==> config.mk <==
export PLATFORM = sky130hd
export DESIGN_NAME = anim_rom_sequencer
export DESIGN_NICKNAME = d
export VERILOG_FILES = /design/src/rtl/anim_rom_sequencer.sv
export SDC_FILE = /design/constraint.sdc
export NUM_CORES = 1
export LEC_CHECK = 0
export ABC_CLOCK_PERIOD_IN_PS = 3700
export CAP_MARGIN = 20
export CORE_ASPECT_RATIO = 1.1
export CORE_MARGIN = 4
export CORE_UTILIZATION = 45
export CTS_BUF_LIST = sky130_fd_sc_hd__clkbuf_8
export CTS_CLUSTER_SIZE = 10
export DETAILED_ROUTE_END_ITERATION = 10
export DONT_BUFFER_PORTS = 1
export PLACE_DENSITY = 0.58
export SETUP_SLACK_MARGIN = 0.4
export SKIP_LAST_GASP = 1
export SLEW_MARGIN = 10
export SYNTH_ARGS = -nofsm -noshare
export SYNTH_HDL_FRONTEND = slang
export SYNTH_SLANG_ARGS = --single-unit
==> constraint.sdc <==
create_clock -name clk -period 3.7 [get_ports clk]
set_input_delay 0 -clock clk [delete_from_list [all_inputs] [get_ports clk]]
set_output_delay 0 -clock clk [all_outputs]
set_load 0.01 [all_outputs]
==> src/rtl/anim_rom_sequencer.sv <==
// Sprite animation ROM sequencer.
// Steps an animation frame counter on vsync ticks while playing, and maps scan pixels
// that fall inside the sprite window to animation ROM addresses. The ROM colour comes
// back with a hit flag. A colour-keyed ROM word counts as a miss.
//
// Ports:
//   clk, rst            system clock, synchronous active-high reset
//   vsync_tick          one-cycle pulse per video frame
//   play                one-cycle pulse, starts the animation
//   pix_valid/x/y       scan pixel (active video)
//   spr_x/spr_y         sprite origin (top-left)
//   rom_addr/rom_data   animation ROM read port (ROM_LAT cycles addr -> data)
//   pix_rgb/pix_hit     sprite colour and opaque-hit flag (1+1+ROM_LAT cycles after pix_*)
//   frame_idx           current animation frame
//   anim_busy           high while playing
//   anim_done           one-cycle pulse when the last frame has been shown
module anim_rom_sequencer #(
    parameter int unsigned SPR_W           = 64,
    parameter int unsigned SPR_H           = 128,
    parameter int unsigned N_FRAMES        = 15,
    parameter int unsigned TICKS_PER_FRAME = 4,
    parameter int unsigned ROM_LAT         = 1,
    parameter logic [11:0] TRANSPARENT     = 12'hF0F,
    parameter int unsigned ADDR_W          = 17
) (
    input  logic              clk,
    input  logic              rst,
    input  logic              vsync_tick,
    input  logic              play,
    input  logic              pix_valid,
    input  logic [9:0]        pix_x,
    input  logic [9:0]        pix_y,
    input  logic [9:0]        spr_x,
    input  logic [9:0]        spr_y,
    output logic [ADDR_W-1:0] rom_addr,
    input  logic [11:0]       rom_data,
    output logic [11:0]       pix_rgb,
    output logic              pix_hit,
    output logic [3:0]        frame_idx,
    output logic              anim_busy,
    output logic              anim_done
);

    localparam int unsigned LOG_W  = $clog2(SPR_W);
    localparam int unsigned TICK_W = (TICKS_PER_FRAME > 1) ? $clog2(TICKS_PER_FRAME) : 1;

    localparam logic [TICK_W-1:0] LAST_TICK  = TICK_W'(TICKS_PER_FRAME - 1);
    localparam logic [3:0]        LAST_FRAME = 4'(N_FRAMES - 1);
    localparam logic [10:0]       WIN_W      = 11'(SPR_W);
    localparam logic [10:0]       WIN_H      = 11'(SPR_H);
    localparam logic [ADDR_W-1:0] FRAME_STEP = ADDR_W'(SPR_W * SPR_H);

    typedef enum logic {StIdle, StPlay} state_t;

    state_t              state_q;
    logic [TICK_W-1:0]   tick_cnt_q;
    // Base address of the current frame, kept in step with frame_idx so the frame
    // offset never needs a multiply.
    logic [ADDR_W-1:0]   frame_base_q;
    logic [ROM_LAT:0]    hit_pipe_q;

    logic [10:0]         dx, dy;
    logic                in_win;
    logic [ADDR_W-1:0]   addr_calc;
    logic                hit_out;

    // ------------------------------------------------------------------
    // Animation FSM
    // ------------------------------------------------------------------
    always_ff @(posedge clk) begin
        if (rst) begin
            state_q      <= StIdle;
            tick_cnt_q   <= '0;
            frame_idx    <= '0;
            frame_base_q <= '0;
            anim_busy    <= 1'b0;
            anim_done    <= 1'b0;
        end else begin
            anim_done <= 1'b0;
            case (state_q)
                StIdle: begin
                    tick_cnt_q   <= '0;
                    frame_idx    <= '0;
                    frame_base_q <= '0;
                    if (play) begin
                        state_q   <= StPlay;
                        anim_busy <= 1'b1;
                    end
                end
                StPlay: begin
                    if (vsync_tick) begin
                        if (tick_cnt_q < LAST_TICK) begin
                            tick_cnt_q <= tick_cnt_q + 1'b1;
                        end else begin
                            tick_cnt_q <= '0;
                            if (frame_idx < LAST_FRAME) begin
                                frame_idx    <= frame_idx + 1'b1;
                                frame_base_q <= frame_base_q + FRAME_STEP;
                            end else begin
                                anim_done    <= 1'b1;
                                frame_idx    <= '0;
                                frame_base_q <= '0;
                                // play on the end event restarts without leaving PLAY
                                if (!play) begin
                                    state_q   <= StIdle;
                                    anim_busy <= 1'b0;
                                end
                            end
                        end
                    end
                end
                default: begin
                    state_q   <= StIdle;
                    anim_busy <= 1'b0;
                end
            endcase
        end
    end

    // ------------------------------------------------------------------
    // Pixel pipeline
    // ------------------------------------------------------------------
    always_comb begin
        // 11-bit two's complement offsets; bit 10 set means left of / above origin
        dx        = {1'b0, pix_x} - {1'b0, spr_x};
        dy        = {1'b0, pix_y} - {1'b0, spr_y};
        in_win    = pix_valid && !dx[10] && (dx < WIN_W) && !dy[10] && (dy < WIN_H);
        addr_calc = frame_base_q
                  + (ADDR_W'(dy[9:0]) << LOG_W)
                  + ADDR_W'(dx[9:0]);
        hit_out   = hit_pipe_q[ROM_LAT] && (rom_data != TRANSPARENT);
    end

    always_ff @(posedge clk) begin
        if (rst) begin
            rom_addr   <= '0;
            hit_pipe_q <= '0;
            pix_hit    <= 1'b0;
            pix_rgb    <= '0;
        end else begin
            if (in_win) begin
                rom_addr <= addr_calc;
            end
            hit_pipe_q[0] <= in_win;
            for (int i = 1; i <= int'(ROM_LAT); i++) begin
                hit_pipe_q[i] <= hit_pipe_q[i-1];
            end
            pix_hit <= hit_out;
            pix_rgb <= hit_out ? rom_data : 12'h000;
        end
    end

endmodule

==> run summary, run 1 <==
The number of library cell types mapped by synthesis was 59; the slew of the pin with the lowest slew margin was 984 ps. The floorplan step defined a die boundary enclosing 9660 um^2. Area occupied by multi-input gates: 2730 um^2. The flow ran to the end, and the final reports show no timing, DRC or antenna violations. In this run the cell area of the synthesized design comes to 3670 um^2. Number of top-level pins: 93.

The detailed-placement wirelength estimate is 6.20 mm. For the number of inserted diodes, the log shows 0. Summing internal, switching and leakage power gives 1560 uW. The clock sink count was 45; the number of placement rows was 34. For the sequential cell area in the final layout, the log shows 901 um^2. Summed over all instances, the cell type with the most area after synthesis is sky130_fd_sc_hd__dfxtp_1. The first global-routing pass estimated 13.2 mm of wire. For the endpoint arrival time on the critical path, the log shows 3330 ps.

Dividing the final minimum period by the clock period gives 85.0%. The share of the synthesized area in the top cell type is 24.6%, and the number of flip-flops and latches in the synthesized netlist is 45. Setup repair after global routing could not meet its margin everywhere. The predominant post-synthesis flop cell is sky130_fd_sc_hd__dfxtp_1. Measured against its own limit, the worst slew margin works out to 34.3%. The floorplan step set the die width to 94.1 um.

The worst-case setup slack after placement is 68.1 ps, and the areal power density over the cells is 368 nW/um^2. The routability-driven placement congestion ratio was 0.798. In the synthesized netlist the async set-or-reset flop fraction comes to 0%. TritonCTS built the clock tree. The run gives 0.168 mV as the maximum vdd ir drop. Clock-pin slew was measured on the worst setup and hold paths at 80 ps. The core area is 7910 um^2, and the post-detailed-route count of antenna-violating nets is 0. Entering global routing, the biggest net connects 41 pins.

The worst setup path is captured at a flop. The final-report max-slew violation count was 0; the required time reported for the critical path endpoint was 3890 ps. The run gives 53.4% as the final design utilization. In this run the worst hold path is classified as in -> reg. The final hold violation count is 0, and the number of antenna violations at the first check in global routing is 0. Dividing the detail-routed via count by the number of cells gives 5.35.

Final critical path time including I/O delays and setup: 3140 ps. The met1 track utilization from global routing was 21.2%; the via count of the first global-routing pass was 2885. The count of unresolved DRC violations after routing was 0; the post-synthesis area per instance was 8.49 um^2. Leaving out fill and tap cells, the most frequent cells in the layout are 51 x sky130_fd_sc_hd__nor2_1, 46 x sky130_fd_sc_hd__ha_1, 45 x sky130_fd_sc_hd__dfxtp_1. The number of endpoints failing setup at the final stage came out at 0. The H-tree was split into 2 levels. Along the worst path, the maximum fanout reaches 5.

Once the floorplan was initialized, standard cells occupied 46.3% of the core. For the yosys synthesis warning count, the log shows 0. Busiest metal layer after global routing: met2. Dividing the detail-routed wire length by the instance count gives 13.9 um.

The run gives 432 as the gate count after technology mapping. The run gives 0 as the leftover overflow at the end of global routing. Detailed-router iteration count before antenna repair: 4.

The worst setup path is launched from a primary input. The clock passes through at most 2 buffers. Across the run, the number of max-cap violations was 0. The area growth from synthesis to layout is 15.2%.

Summing the sequential cell areas from Yosys gives 24.6% of the chip area. The die is 103 um tall. The final critical-path setup slack was 556 ps. The library cell used most frequently in the layout, excluding fill and tap cells, is sky130_fd_sc_hd__nor2_1. The via count of the routed design is 3059, and the peak clock frequency supported by timing is 0.318 GHz.

Fill cells in the final layout number 765. For this run, the post-layout net count is 573. The total of buffers placed on input and output ports was 0; the sum of negative setup slack was 0 ps. The ratio of cells with drive above 1 in the final layout is 11.2%, and the clock latency at the later pin of the worst-skew pair is 290 ps.

The cell sitting at the root of the clock tree is a sky130_fd_sc_hd__clkbuf_8. In this run, synthesis inferred 0 flip-flops with an integrated enable. For this run, the total global-route usage over all layers was measured as 16.4%. The tools report the leakage power total as 0.00187 uW. The TritonCTS buffer count came out at 5. After the first detailed-routing iteration, the DRC count stood at 83. Summed over all layers, the routed wires come to 7.96 mm. The critical path start-end classification was in -> reg.

The setup skew after layout was 6.85 ps; the met2 global-route usage was 28.7%. For the met3 track utilization from global routing, the log shows 2.55%. Yosys attributes the largest share of cell area to sky130_fd_sc_hd__dfxtp_1 25%, sky130_fd_sc_hd__ha_1 17%, sky130_fd_sc_hd__nor2_1 5.2%.
[report_power, final]
| group | switching, uW | total [uW] | internal, uW |
|---|---|---|---|
| clock network | 155 | 351 | 196 |
| logic | 386 | 715 | 330 |
| registers | 2.87 | 489 | 487 |
| total | 543 | 1560 | 1010 |
[layer usage]
| metal | up-vias | wire [um] | part of all wire [%] |
|---|---|---|---|
| met1 | 1393 | 3700 | 46 |
| met4 | 0 | 85 | 1.1 |
| met5 | - | 0 | 0 |
| li1 | 1591 | - | - |
| met2 | 69 | 3720 | 47 |
| met3 | 6 | 453 | 5.7 |
[cell families after synthesis]
group / Yosys count / share of synthesized area [%]
AOI/OAI and AO/OA: 87 / 16.3
xor gates and xnor gates: 20 / 4.78
adders and majority gates: 52 / 18.4
buffers and inverters: 38 / 4.10
DFF: 45 / 24.6
muxes: 21 / 7.07
other: 1 / 0.102
and+or+nand+nor: 168 / 24.7
[Yosys cell counts (3+ instances only)]
library cell                 n
sky130_fd_sc_hd__or2_2       6
sky130_fd_sc_hd__and3_1      3
sky130_fd_sc_hd__nand2_1    21
sky130_fd_sc_hd__nand2b_1    8
sky130_fd_sc_hd__o2111ai_1   3
sky130_fd_sc_hd__fa_1        3
sky130_fd_sc_hd__or4_1       4
sky130_fd_sc_hd__nor2_1     51
sky130_fd_sc_hd__dfxtp_1    45
sky130_fd_sc_hd__and2_1     13
sky130_fd_sc_hd__a21o_1     10
sky130_fd_sc_hd__nor3b_1     3
sky130_fd_sc_hd__o22ai_1     3
sky130_fd_sc_hd__nor2b_1    22
sky130_fd_sc_hd__nand4_1     4
sky130_fd_sc_hd__xor2_1      9
sky130_fd_sc_hd__o21a_1      7
sky130_fd_sc_hd__inv_1      31
sky130_fd_sc_hd__clkbuf_1    6
sky130_fd_sc_hd__a31oi_1     7
sky130_fd_sc_hd__mux2_4      8
sky130_fd_sc_hd__or3_1       3
sky130_fd_sc_hd__nand3_1     8
sky130_fd_sc_hd__a21oi_1    22
sky130_fd_sc_hd__nor3_1     10
sky130_fd_sc_hd__xnor2_1    11
sky130_fd_sc_hd__a22oi_1     3
sky130_fd_sc_hd__mux2i_1     6
sky130_fd_sc_hd__ha_1       49
sky130_fd_sc_hd__o21ai_0    10
sky130_fd_sc_hd__mux2_2      7
[timing repair]
| item | 4_1_cts | 5_1_grt |
|---|---|---|
| pin swaps | 0 | 4 |
| setup endpoints to repair | 1 | 6 |
| setup buffers | 0 | 3 |
| hold buffers | 17 | 0 |
| gates resized for setup | 2 | 9 |
| endpoints found under the hold margin | 41 | 0 |
[path summary, 6_finish.rpt]
path	depth (start not counted)	to	start	slack (ps)
min	3	anim_done	vsync_tick	5
max reg2reg	9	rom_addr[16]	frame_base_q[13]	1340
min reg2reg	2	tick_cnt_q[1]	tick_cnt_q[1]	520
max	17	rom_addr[16]	pix_y[0]	560
[stage by stage]
step | cells | area (um^2) | hold WS [ps]
5_1_grt | 572 | 4220 | 23.7
3_5_place_dp | 545 | 3870 | 82.9
2_1_floorplan | 441 | 3730 | 122
6_report | 572 | 4220 | 5.16
3_3_place_gp | 545 | 3870 | 79.4
4_1_cts | 569 | 4160 | 0.256
[state kept, by name, summed over array words and instances, names as in the netlist]
name,cells
tick_cnt_q,2
hit_pipe_q,2
frame_base_q,4
anim_busy,1
frame_idx,4
rom_addr,17
anim_done,1
state_q,1
pix_rgb,12
pix_hit,1
[worst max-delay path, stage by stage]
cell and delay (ps):
sky130_fd_sc_hd__inv_1 40, sky130_fd_sc_hd__ha_1 160, sky130_fd_sc_hd__inv_1 50, sky130_fd_sc_hd__fa_2 340
sky130_fd_sc_hd__a21o_1 230, sky130_fd_sc_hd__a221oi_4 310, sky130_fd_sc_hd__nor4bb_1 90, sky130_fd_sc_hd__a311o_2 360
sky130_fd_sc_hd__ha_4 290, sky130_fd_sc_hd__ha_4 210, sky130_fd_sc_hd__o21ai_0 160, sky130_fd_sc_hd__a21oi_1 90
sky130_fd_sc_hd__a221o_1 370, sky130_fd_sc_hd__a31oi_2 170, sky130_fd_sc_hd__xnor2_1 140, sky130_fd_sc_hd__nor2_1 60
sky130_fd_sc_hd__mux2_4 250
[layout make-up]
class                           count  area share, %
Clock inverter                      2          0.830
Inverter                           31           2.76
Timing Repair Buffer               23           5.63
Multi-Input combinational cell    358           64.6
Tap cell                          108           3.20
Sequential cell                    45           21.3
Clock buffer                        5           1.63
No activity file was read; power rests on OpenSTA's default activity.
==> inputs of run 2 (changes only) <==
ABC_CLOCK_PERIOD_IN_PS = 3010   (was 3700)
clock period = 3.01 ns   (was 3.7 ns; I/O delays follow)
==> run 2 against run 1 <==
  * The flow now finishes with violations (negative hold slack)
  * Critical path depth unchanged
  * First-iteration DRC count down 4.8%
  * Cell count up 16%
  * Register-to-register slack worse by 520 ps
  * Clock skew down 1.9 ps
  * Combinational power up 71%
  * Sequential power up 23%
  * Design area up 28%
  * Sequential cell count unchanged
  * Wire length up 13%
  * Critical endpoint unchanged
  * Highest routed layer unchanged
==> run summary, run 2 (synthesis results as in run 1) <==
The post-detailed-route count of antenna-violating nets is 0 (unchanged), and the width of the die is 94.1 um (unchanged). In this run the critical register-to-register path is launched from frame_base_q[13]. For the number of inserted diodes, the log shows 0 (unchanged).

The overall power after layout was 2280 uW (+47%); the all-layer global routing usage was 18.6% (+2.2 points). The tools report the number of nets in the layout as 663 (+16%). The height of the die is 103 um (unchanged), and the flip-flop count of the largest register after layout is 17 (unchanged). The endpoint arrival time on the critical path is 3060 ps (-270 ps). Traced cell by cell, the critical path runs through clkinv_16 -> ha_4 -> inv_2 -> fa_2 -> a21o_1 -> a221oi_2 -> nor4bb_1 -> a311o_1 -> ha_4 -> ha_4 -> o21ai_2 -> a21oi_2 -> a221o_1 -> a31oi_1 -> xnor2_1 -> nor2_1 -> mux2_4. The number of maximum-capacitance violations came out at 0 (unchanged). The clock sink count is 45 (unchanged), and the deepest level of the CTS H-tree is 2 (unchanged). The standard cell area after detailed placement is 4500 um^2 (+16%). The delay contributed by the slowest stage of the critical path is 380 ps (about the same). The critical path start-end classification is in -> reg. The average routed wire per standard cell is 13.6 um (-2.4%), and the initial core utilization is 46.3% (unchanged). The instance count along the most critical hold path works out to 1 (-2).

The deepest clock path buffer count is 2 (unchanged). The required time reported for the critical path endpoint was 3190 ps (-700 ps). Leftover overflow at the end of global routing: 0 (unchanged).

The library cells used most frequently in the layout, excluding fill and tap cells, are 68 x sky130_fd_sc_hd__buf_4, 50 x sky130_fd_sc_hd__nor2_1, 45 x sky130_fd_sc_hd__dfxtp_1. The routability-driven placement congestion ratio was 0.842 (+5.5%). The worst hold-check path type was in -> reg. The number of instances in the placed design was 603 (+11%); the CTS clock-pin slew for the worst setup and hold paths was 80 ps (about the same).

The detailed-router iteration count before antenna repair is 4 (unchanged), and the ratio of cells with drive above 1 in the final layout is 28.8% (+18 points). The critical path startpoint was pix_y[0]. For this run, the top clock speed supported by timing is 0.347 GHz. The final-report max-slew violation count was 0 (unchanged). For the number of placement rows, the log shows 34 (unchanged). The total of buffers placed on input and output ports was 0 (unchanged); the final period utilization was 95.6%. The run gives 15.0 mm (+14%) as the wire length of the first global-routing pass. The maximum fanout along the worst path works out to 2 (-3). Setup repair after global routing could not meet its margin everywhere.

The clock period could shrink to 2880 ps. The tools report the filler cell count as 653 (-15%). TritonCTS buffer count: 5 (unchanged). The run gives 3385 (+17%) as the via count of the first global-routing pass.

Among all stages on the critical path, the largest delay is contributed by sky130_fd_sc_hd__a311o_1. Relative to the synthesized area, the layout overhead comes to 47.0%. For the count of unresolved DRC violations after routing, the log shows 0 (unchanged). The maximum vdd ir drop was 0.203 mV (+21%). The checks that failed: negative hold slack.

The number of antenna violations at the first check in global routing is 0 (unchanged), and the final hold violation count is 13 (+13). The slew of the pin with the lowest slew margin was 541 ps (-443 ps); the count of routing violations after the opening detailed-route iteration was 79 (-4.8%). The tools report the setup skew after layout as 4.93 ps (-1.91 ps). Among the stages of the critical path, the cell type that occurs most often is sky130_fd_sc_hd__ha_4. The largest registers in the layout are rom_addr: 17 flops, pix_rgb: 12 flops. The die area came out at 9660 um^2 (unchanged). The critical hold path startpoint is rst. The tools report the type of destination of the critical path as a flop. Ratio of routed vias to standard cells: 5.14 (-3.9%). The register bank with the most flops is rom_addr. The tools report the clock latency at the later pin of the worst-skew pair as 290 ps (about the same). The total buffers and inverters traversed by the critical path is 2 (unchanged), and the detailed-placement wirelength estimate is 6.67 mm (+7.7%).

For the count of non-filler cells in the finished layout, the log shows 663 (+16%). CTS placed an instance of sky130_fd_sc_hd__clkbuf_8 at the clock tree root. The final routed wirelength across all metal layers is 9.01 mm (+13%), and the areal power density over the cells is 424 nW/um^2 (+15%).

The flow ran to the end, but the final reports show violations. The final worst hold slack came out at -193 ps (-198 ps). Number of top-level pins: 93 (unchanged). TritonCTS built the clock tree. The cell count of the worst reg-to-reg path was 9 (unchanged). The number of endpoints failing setup at the final stage was 0 (unchanged); the critical path depth was 17 (unchanged). The worst slew margin relative to its limit came out at 63.9% (+30 points). In this design, the largest share of critical-path delay is due to compound AO/OA/AOI/OAI gates. For the maximum number of pins on one net before global-route repair, the log shows 45 (+9.8%).

The run gives 5390 um^2 (+28%) as the cell area after layout. STA classifies the critical path startpoint as a primary input. For the via count of the routed design, the log shows 3407 (+11%).

The core area came out at 7910 um^2 (unchanged). The commonest non-fill, non-tap cell in the layout is sky130_fd_sc_hd__buf_4. The leakage power total came out at 0.00241 uW (+28%).
run 2: what timing repair did:
item | in CTS | in global routing
gates cloned | 1 | 0
pin swaps | 29 | 12
hold buffers | 38 | 1
endpoints found under the hold margin | 41 | 9
setup endpoints to repair | 17 | 17
setup buffers | 6 | 5
gates resized for setup | 40 | 10
run 2: worst register-to-register path, cell delays in order, from the launching register on:
cell	delay [ps]
sky130_fd_sc_hd__dfxtp_1	440
sky130_fd_sc_hd__ha_1	310
sky130_fd_sc_hd__ha_4	270
sky130_fd_sc_hd__o21ai_2	60
sky130_fd_sc_hd__a21oi_2	80
sky130_fd_sc_hd__a221o_1	340
sky130_fd_sc_hd__a31oi_1	170
sky130_fd_sc_hd__xnor2_1	130
sky130_fd_sc_hd__nor2_1	50
sky130_fd_sc_hd__mux2_4	250
run 2: final cells by class:
class	instances	area (um^2)	area share, %
clock buffer	6	82.6	1.53
clock inverter	2	33.8	0.627
inverter	31	143	2.65
multi-input combinational	358	3110	57.7
sequential	45	901	16.7
tap	108	135	2.51
timing repair buffer	113	985	18.3
run 2: layer usage:
| metal | track usage, % | part of all wire, % |
|---|---|---|
| met1 | 22.1 | 44 |
| met4 | 5.22 | 1.5 |
| met5 | 0 | 0 |
| met3 | 2.55 | 6.1 |
| met2 | 34.7 | 48 |
run 2: final timing paths:
path / slack [ps] / end
hold / removal: -190 / hit_pipe_q[0]
setup / recovery: 130 / rom_addr[16]
setup reg to reg: 820 / rom_addr[16]
hold reg to reg: 520 / tick_cnt_q[1]
run 2: report_power, final:
group	internal, uW	switching (uW)	total, uW
clock network	267	194	461
registers	598	3.80	602
logic	655	566	1220
total	1520	764	2280
run 2: stage by stage:
step | TNS, ps | utilization, % | worst slack, ps
finish | 0 | 68.1 | 132
detailed placement | -2260 | 56.9 | -281
global placement | -1420 | 56.9 | -239
global route | -6.84 | 68.1 | -6.84
CTS | 0 | 66.9 | 132
floorplan | -350 | - | -104
